[config.mk]
export PLATFORM = sky130hd
export DESIGN_NAME = decoder_stream
export DESIGN_NICKNAME = d
export VERILOG_FILES = /design/src/rtl/decoder_pkg.sv /design/src/rtl/decoder_core.sv /design/src/rtl/decoder_stream.sv
export SDC_FILE = /design/constraint.sdc
export NUM_CORES = 1
export LEC_CHECK = 0
export ABC_AREA = 1
export CORE_MARGIN = 4
export CORE_UTILIZATION = 40
export DETAILED_ROUTE_END_ITERATION = 7
export PLACE_DENSITY_LB_ADDON = 0.3
export SLEW_MARGIN = 20
export SYNTH_ARGS = -nofsm -noshare
export SYNTH_HDL_FRONTEND = slang
export SYNTH_SLANG_ARGS = --single-unit
[constraint.sdc]
create_clock -name clk -period 4.4 [get_ports clk]
set_input_delay 0.44 -clock clk [delete_from_list [all_inputs] [get_ports clk]]
set_output_delay 0.44 -clock clk [all_outputs]
set_load 0.005 [all_outputs]
[src/rtl/decoder_pkg.sv]
// rtl/decoder_pkg.sv - shared FSM state type and output polarity constants for decoder_stream
package decoder_pkg;

    typedef enum logic [1:0] {
        ST_IDLE = 2'd0,
        ST_HOLD = 2'd1,
        ST_SCAN = 2'd2
    } state_e;

    localparam int POL_ACTIVE_HIGH = 0;
    localparam int POL_ACTIVE_LOW  = 1;

endpackage

[src/rtl/decoder_core.sv]
// rtl/decoder_core.sv - combinational code to one-hot decode with selectable polarity
module decoder_core
    import decoder_pkg::*;
#(
    parameter int CODE_W     = 3,
    parameter int NUM_OUT    = 8,
    parameter int ACTIVE_LOW = 0
) (
    input  logic [CODE_W-1:0]  code_i,
    output logic [NUM_OUT-1:0] onehot_o
);

    // Codes at or beyond NUM_OUT match no bit, so they decode to all-inactive.
    always_comb begin
        onehot_o = '0;
        for (int i = 0; i < NUM_OUT; i++) begin
            if (int'(code_i) == i) begin
                onehot_o[i] = 1'b1;
            end
        end
        if (ACTIVE_LOW == POL_ACTIVE_LOW) begin
            onehot_o = ~onehot_o;
        end
    end

endmodule

[src/rtl/decoder_stream.sv]
// rtl/decoder_stream.sv - handshaked one-hot decoder with automatic code sweep; DECODER_RANGE_CHECK_EN enables err on out-of-range codes
module decoder_stream
    import decoder_pkg::*;
#(
    parameter int CODE_W     = 3,
    parameter int NUM_OUT    = 8,
    parameter int ACTIVE_LOW = 0
) (
    input  logic               clk,
    input  logic               rst,
    input  logic               in_valid,
    output logic               in_ready,
    input  logic [CODE_W-1:0]  code,
    input  logic               scan_start,
    output logic               out_valid,
    input  logic               out_ready,
    output logic [NUM_OUT-1:0] q,
    output logic               err,
    output logic               busy
);

    localparam logic [NUM_OUT-1:0] Q_IDLE    = (ACTIVE_LOW == POL_ACTIVE_LOW) ? '1 : '0;
    localparam logic [CODE_W-1:0]  SCAN_LAST = CODE_W'(NUM_OUT - 1);

    state_e             state_q, state_d;
    logic [CODE_W-1:0]  cnt_q, cnt_d;
    logic [NUM_OUT-1:0] q_q, q_d;
    logic               err_q, err_d;
    logic               out_valid_q, out_valid_d;

    logic [CODE_W-1:0]  dec_code;
    logic [NUM_OUT-1:0] dec_q;
    logic               code_err;

`ifdef DECODER_RANGE_CHECK_EN
    assign code_err = (int'(code) >= NUM_OUT);
`else
    assign code_err = 1'b0;
`endif

    // The single decoder sees either the request code or the next sweep code.
    always_comb begin
        dec_code = code;
        if (state_q == ST_IDLE && scan_start) begin
            dec_code = '0;
        end else if (state_q == ST_SCAN) begin
            dec_code = cnt_q + CODE_W'(1);
        end
    end

    decoder_core #(
        .CODE_W     (CODE_W),
        .NUM_OUT    (NUM_OUT),
        .ACTIVE_LOW (ACTIVE_LOW)
    ) u_core (
        .code_i   (dec_code),
        .onehot_o (dec_q)
    );

    // Next-state and handshake logic; beats load the output register directly.
    always_comb begin
        state_d     = state_q;
        cnt_d       = cnt_q;
        q_d         = q_q;
        err_d       = err_q;
        out_valid_d = out_valid_q;
        in_ready    = 1'b0;
        case (state_q)
            ST_IDLE: begin
                in_ready = ~scan_start;
                if (scan_start) begin
                    state_d     = ST_SCAN;
                    cnt_d       = '0;
                    q_d         = dec_q;
                    err_d       = 1'b0;
                    out_valid_d = 1'b1;
                end else if (in_valid) begin
                    state_d     = ST_HOLD;
                    q_d         = dec_q;
                    err_d       = code_err;
                    out_valid_d = 1'b1;
                end
            end
            ST_HOLD: begin
                in_ready = out_ready;
                if (out_ready) begin
                    if (in_valid) begin
                        q_d   = dec_q;
                        err_d = code_err;
                    end else begin
                        state_d     = ST_IDLE;
                        q_d         = Q_IDLE;
                        err_d       = 1'b0;
                        out_valid_d = 1'b0;
                    end
                end
            end
            ST_SCAN: begin
                if (out_ready) begin
                    if (cnt_q == SCAN_LAST) begin
                        state_d     = ST_IDLE;
                        cnt_d       = '0;
                        q_d         = Q_IDLE;
                        out_valid_d = 1'b0;
                    end else begin
                        cnt_d = cnt_q + CODE_W'(1);
                        q_d   = dec_q;
                    end
                end
            end
            default: begin
                state_d     = ST_IDLE;
                cnt_d       = '0;
                q_d         = Q_IDLE;
                err_d       = 1'b0;
                out_valid_d = 1'b0;
            end
        endcase
    end

    // State and output registers with synchronous reset.
    always_ff @(posedge clk) begin
        if (rst) begin
            state_q     <= ST_IDLE;
            cnt_q       <= '0;
            q_q         <= Q_IDLE;
            err_q       <= 1'b0;
            out_valid_q <= 1'b0;
        end else begin
            state_q     <= state_d;
            cnt_q       <= cnt_d;
            q_q         <= q_d;
            err_q       <= err_d;
            out_valid_q <= out_valid_d;
        end
    end

    assign q         = q_q;
    assign err       = err_q;
    assign out_valid = out_valid_q;
    assign busy      = (state_q == ST_SCAN);

endmodule

Word level (Yosys, flattened, before mapping)
Cells that the tools add are included.
{"block": "totals", "reg_bits": 15, "latch_bits": 0, "ram_bits": 0, "romBits": 0, "inputBits": 8, "output_inout_bits": 12, "wordCells": 72, "n_memories": 0}
{"block": "op_classes", "addsub": 1, "multipliers": 0, "n_div": 0, "magnitude_cmp": 0, "eq_ne": 16, "shifts": 0, "muxes": 40, "bitwise": 3, "reduce_logical": 7}
{"cell": "2-to-1 mux 8 bit", "n": 6}
{"cell": "case mux 8 bit (3 select lines)", "n": 1}
{"cell": "2-to-1 mux 1 bit", "n": 17}
{"cell": "equality test 3 bit, second input constant", "n": 5}
{"cell": "2-to-1 mux 3 bit", "n": 5}
{"cell": "2-to-1 mux 2 bit", "n": 6}
{"cell": "case mux 3 bit (3 select lines)", "n": 1}
{"cell": "AND reduction 3 bit", "n": 3}
{"cell": "inequality test 2 bit, second input constant", "n": 4}
{"cell": "equality test 3 x 2 -> 1 bit, second input constant", "n": 2}
{"cell": "case mux 1 bit (3 select lines)", "n": 2}
{"cell": "case mux 2 bit (3 select lines)", "n": 1}
{"cell": "AND reduction 5 bit", "n": 1}
{"cell": "adder 3 x 1 -> 3 bit, second input constant", "n": 1}
{"cell": "equality test 3 x 1 -> 1 bit, second input constant", "n": 1}
{"cell": "logical NOT 3 bit", "n": 1}
{"cell": "inequality test 3 bit, second input constant", "n": 1}
{"cell": "NOT 1 bit", "n": 3}
{"cell": "equality test 2 x 1 -> 1 bit, second input constant", "n": 1}
{"cell": "equality test 2 bit, second input constant", "n": 1}
{"cell": "logical NOT 2 bit", "n": 1}
{"cell": "inequality test 2 x 1 -> 1 bit, second input constant", "n": 1}
{"cell": "case mux 1 bit (2 select lines)", "n": 1}
{"cell": "logical AND 1 bit", "n": 1}

Longest topological paths before layout
{"block": "depth", "depth_word": 8, "mapped_depth": 9, "mapped_depth_nobuf": 9}

Modules after synthesis
A second synthesis with hierarchy kept.
{"block": "unflattened", "hier_cells": 156, "hier_area_um2": 932.1}
{"mod": "decoder_stream", "n_inst": 1, "cells_each": 141, "area_each_um2": 875.8, "seq_area_each_um2": 280.3}
{"mod": "decoder_core", "n_inst": 1, "cells_each": 15, "area_each_um2": 56.3, "seq_area_each_um2": 0.0}

Worst setup path after synthesis
OpenSTA, ideal clock, no wires.
{"block": "synth_timing", "path_kind": "reg-to-reg", "from": "register cnt_q[0]", "to": "register q_q[0], in the netlist q[0]", "setup_time_ps": 70, "arrival_time_ps": 1332, "required_ps": 4330, "setup_slack_ps": 2998, "stages_incl_launch_ff": 10, "period_less_slack_ps": 1402, "cell_sequence": "dfxtp_1 > ha_1 > ha_1 > inv_1 > nand3_1 > nand3_1 > nand2_1 > nor2_2 > nand2_1 > a21oi_1"}
{"block": "synth_via", "elab_chain_len": 8}
{"element": "from (decl)", "line": "decoder_stream.sv:26", "rtl": "logic [CODE_W-1:0] cnt_q, cnt_d;"}
{"element": "from (signal assigned)", "line": "decoder_stream.sv:131", "rtl": "cnt_q <= cnt_d;"}
{"element": "adder 3 x 1 -> 3 bit", "line": "decoder_stream.sv:47", "rtl": "dec_code = cnt_q + CODE_W'(1);"}
{"element": "2-to-1 mux 3 bit", "line": "decoder_stream.sv:46", "rtl": "end else if (state_q == ST_SCAN) begin"}
{"element": "2-to-1 mux 3 bit", "line": "decoder_stream.sv:44", "rtl": "if (state_q == ST_IDLE && scan_start) begin"}
{"element": "logical NOT 3 bit", "line": "decoder_core.sv:17", "rtl": "if (int'(code_i) == i) begin"}
{"element": "2-to-1 mux 1 bit", "line": "decoder_core.sv:17"}
{"element": "2-to-1 mux 8 bit (on tied branches)", "line": "decoder_stream.sv:100, decoder_stream.sv:77, decoder_stream.sv:87"}
{"element": "2-to-1 mux 8 bit (on tied branches)", "line": "decoder_stream.sv:99, decoder_stream.sv:71, decoder_stream.sv:86"}
{"element": "case mux 8 bit (3 select lines) (*)", "line": "decoder_stream.sv:68", "rtl": "case (state_q)"}
{"element": "to (signal assigned)", "line": "decoder_stream.sv:132", "rtl": "q_q <= q_d;"}
{"element": "to (decl)", "line": "decoder_stream.sv:27", "rtl": "logic [NUM_OUT-1:0] q_q, q_d;"}
Every way passes the cells marked *; elsewhere a longest branch is shown, timed or not. The select of a mux whose other input is x is not followed.
A chain may end at the register's enable or synchronous reset.

Worst setup path after layout
{"block": "layout_timing", "from": "input out_ready", "to": "output in_ready"}
{"block": "layout_via", "elab_chain_len": 1}
{"element": "from (decl)", "line": "decoder_stream.sv:16", "rtl": "input logic out_ready,"}
{"element": "case mux 1 bit (2 select lines)", "line": "decoder_stream.sv:68"}
{"element": "to (decl)", "line": "decoder_stream.sv:12", "rtl": "output logic in_ready,"}
No other way between the ends.

==> impl_metrics.yaml <==
floorplanning:
  die_h_um: 52.3
  initial_core_util: 0.436
  coreArea_mm2: 0.00180
  num_io_pins: 20
  die_x_um: 52.3
  std_cell_rows: 15
  design.die.area_mm2: 0.00274
yosys:
  synth_top_cell_by_area: "dfxtp_1"
  ys_seq_area_frac: 0.357
  synth_seq_cells: 14
  synth.avg_cell_area_um2: 6.34
  syn_inst: 124
  synth_fp_nets: 134
  syn_area_um2: 786
  synth_area_leaders: "dfxtp_1 36%, nand2_1 16%, nand3_1 11%, inv_1 8.6%, a21oi_1 7.6%"
  synth_warnings: 0
  synth_cell_types: 16
  synth.top_cell.area_share: 0.357
route:
  vias: 818
  via_per_inst: 4.87
  detail-route-antenna-nets: 0
  drt_iter0_drc: 26
  wirelength_mm: 1.79
  first_pass_iters: 4
  drc: 0
  routedWlPerCell_um: 10.7
layout:
  layout_commonest_cell: "nand2_1"
  fillers: 193
  nNetsFinal: 154
  drive_gt1_frac: 0.0699
  area.growth.synth_to_final_pct: 28.7
  fin_area_mm2: 0.00101
  final_cell_mix: "34 x nand2_1, 18 x inv_1, 18 x clkdlybuf4s50_1"
  diodes: 0
clock_network:
  postCtsSetupRepairBufs: 0
  cts_tree: "yes"
  numClockSinks: 14
  clkSlewWorstSetupHoldPaths_ns: 0.09
  cts_hold_buf: 0
  clk_latency_ns: 0.28
  ctsHtreeMaxLevel: 1
  cts-root-buf: "clkbuf_4"
  cts.path.max_buffers: 2
  cts.repair.resized: 0
  cts_buffers: 3
timing:
  hold_viol: 0
  hold-worst-slack_ns: 0.466
  setup_viol: 0
  period_needed_ns: 2.15
  final.setup_skew_ns: 0.0104
  max_freq_mhz: 465
  rsz0062_at_grt: "false"
  fin_crit_sh: 0.489
  fin_ws_ns: 2.25
  setup_tns_ns: 0
  drv_slew: 0
pwr:
  vdd_drop_max_v: 0.000299
  p_leak_uw: 0.000473
  power_density_mw_per_mm2: 510
place:
  pre_cts_ws_ns: 2.27
  hpwl_mm: 1.39
  place_congestion: 0.883
  numPortBuffers: 18
  dpl_cell_area_um2: 975
critical_path:
  cp_max_fo: 3
  r2r_cells: 9
  slowest_delay_ns: 0.53
  crit_path_frequent_cell: "clkdlybuf4s50_1"
  start_kind: "input port"
  endpoint_kind: "primary output"
  critPathSlowestCell: "clkdlybuf4s50_1"
  critPathKind: "in -> out"
  arrival_ns: 1.71
  worstPathRequired_ns: 3.96
  crit_chain: "clkdlybuf4s50_1 > inv_1 > o21ai_0 > clkdlybuf4s50_1"
global_routing:
  grt_pass1_vias: 732
  track_usage: 0.154
  grt-ovfl-total: 0
  grt_first_pass_wirelength_mm: 3.18
  grt_antenna_before_repair: 0
  grt_max_degree: 12
min_path:
  hold_path_depth: 2
  worstHoldPathType: "reg -> reg"
status:
  outcome: "complete, no violations"
flow_run:
  cap_violations: 0
power breakdown:
part           switching (uW)  internal (uW)
sequential               23.2            154
combinational             148           98.3
clock                    41.0           50.3
total                     213            303
path summary, 6_finish.rpt:
check | start | to | slack [ns]
setup / recovery | out_ready | in_ready | 2.25
hold / removal | q[0] | q[0] | 0.47
hold reg to reg | q[0] | q[0] | 0.47
setup reg to reg | cnt_q[0] | q[2] | 2.81
final cells by class:
cell class                 count  area (um^2)  share of cell area
sequential                    14          280               0.277
multi-input combinational     88          412               0.407
clock buffer                   4         36.3              0.0359
timing repair buffer          18          180               0.178
tap                           25         31.3              0.0309
inverter                      19         71.3              0.0705
synth_stat cells:
master	number
ha_1	2
dfxtp_1	14
buf_4	1
a211oi_1	1
inv_2	1
o21ai_0	4
inv_1	18
o211ai_2	1
nand3_1	17
nand2_1	34
a21oi_1	12
nor2_1	12
conb_1	1
clkbuf_1	1
buf_6	1
nor2_2	4
state kept, by name, summed over array words and instances, names as in the netlist:
name       count
cnt_q          3
q              8
state_q        2
out_valid      1
worst max-delay path, delay by kind of cell:
kind                   cells  cell delay (ns)
buffers and inverters      3             1.09
AOI/OAI and AO/OA          1             0.17
stage by stage:
| stage | std cells | power (uW) | utilization |
|---|---|---|---|
| global route | 168 | 568 | 0.561 |
| global placement | 164 | 417 | 0.541 |
| finish | 168 | 515 | 0.561 |
| detailed placement | 164 | 425 | 0.541 |
| floorplan | 124 | 348 | - |
| CTS | 168 | 521 | 0.561 |
logic make-up after synthesis:
family | Yosys count | synth area share
fa+ha+maj | 2 | 0.0318
buf+inv | 22 | 0.119
flops | 14 | 0.357
compound gates | 18 | 0.127
simple gates | 67 | 0.360
other cells | 1 | 0.00477
layer usage:
metal | track usage | routed length (um) | vias to the layer above
met3 | 0.0513 | 113 | 2
met2 | 0.262 | 838 | 25
li1 | - | - | 430
met5 | 0 | 0 | -
met4 | 0.0383 | 8 | 0
met1 | 0.185 | 833 | 361
No activity file was read; power rests on OpenSTA's default activity.
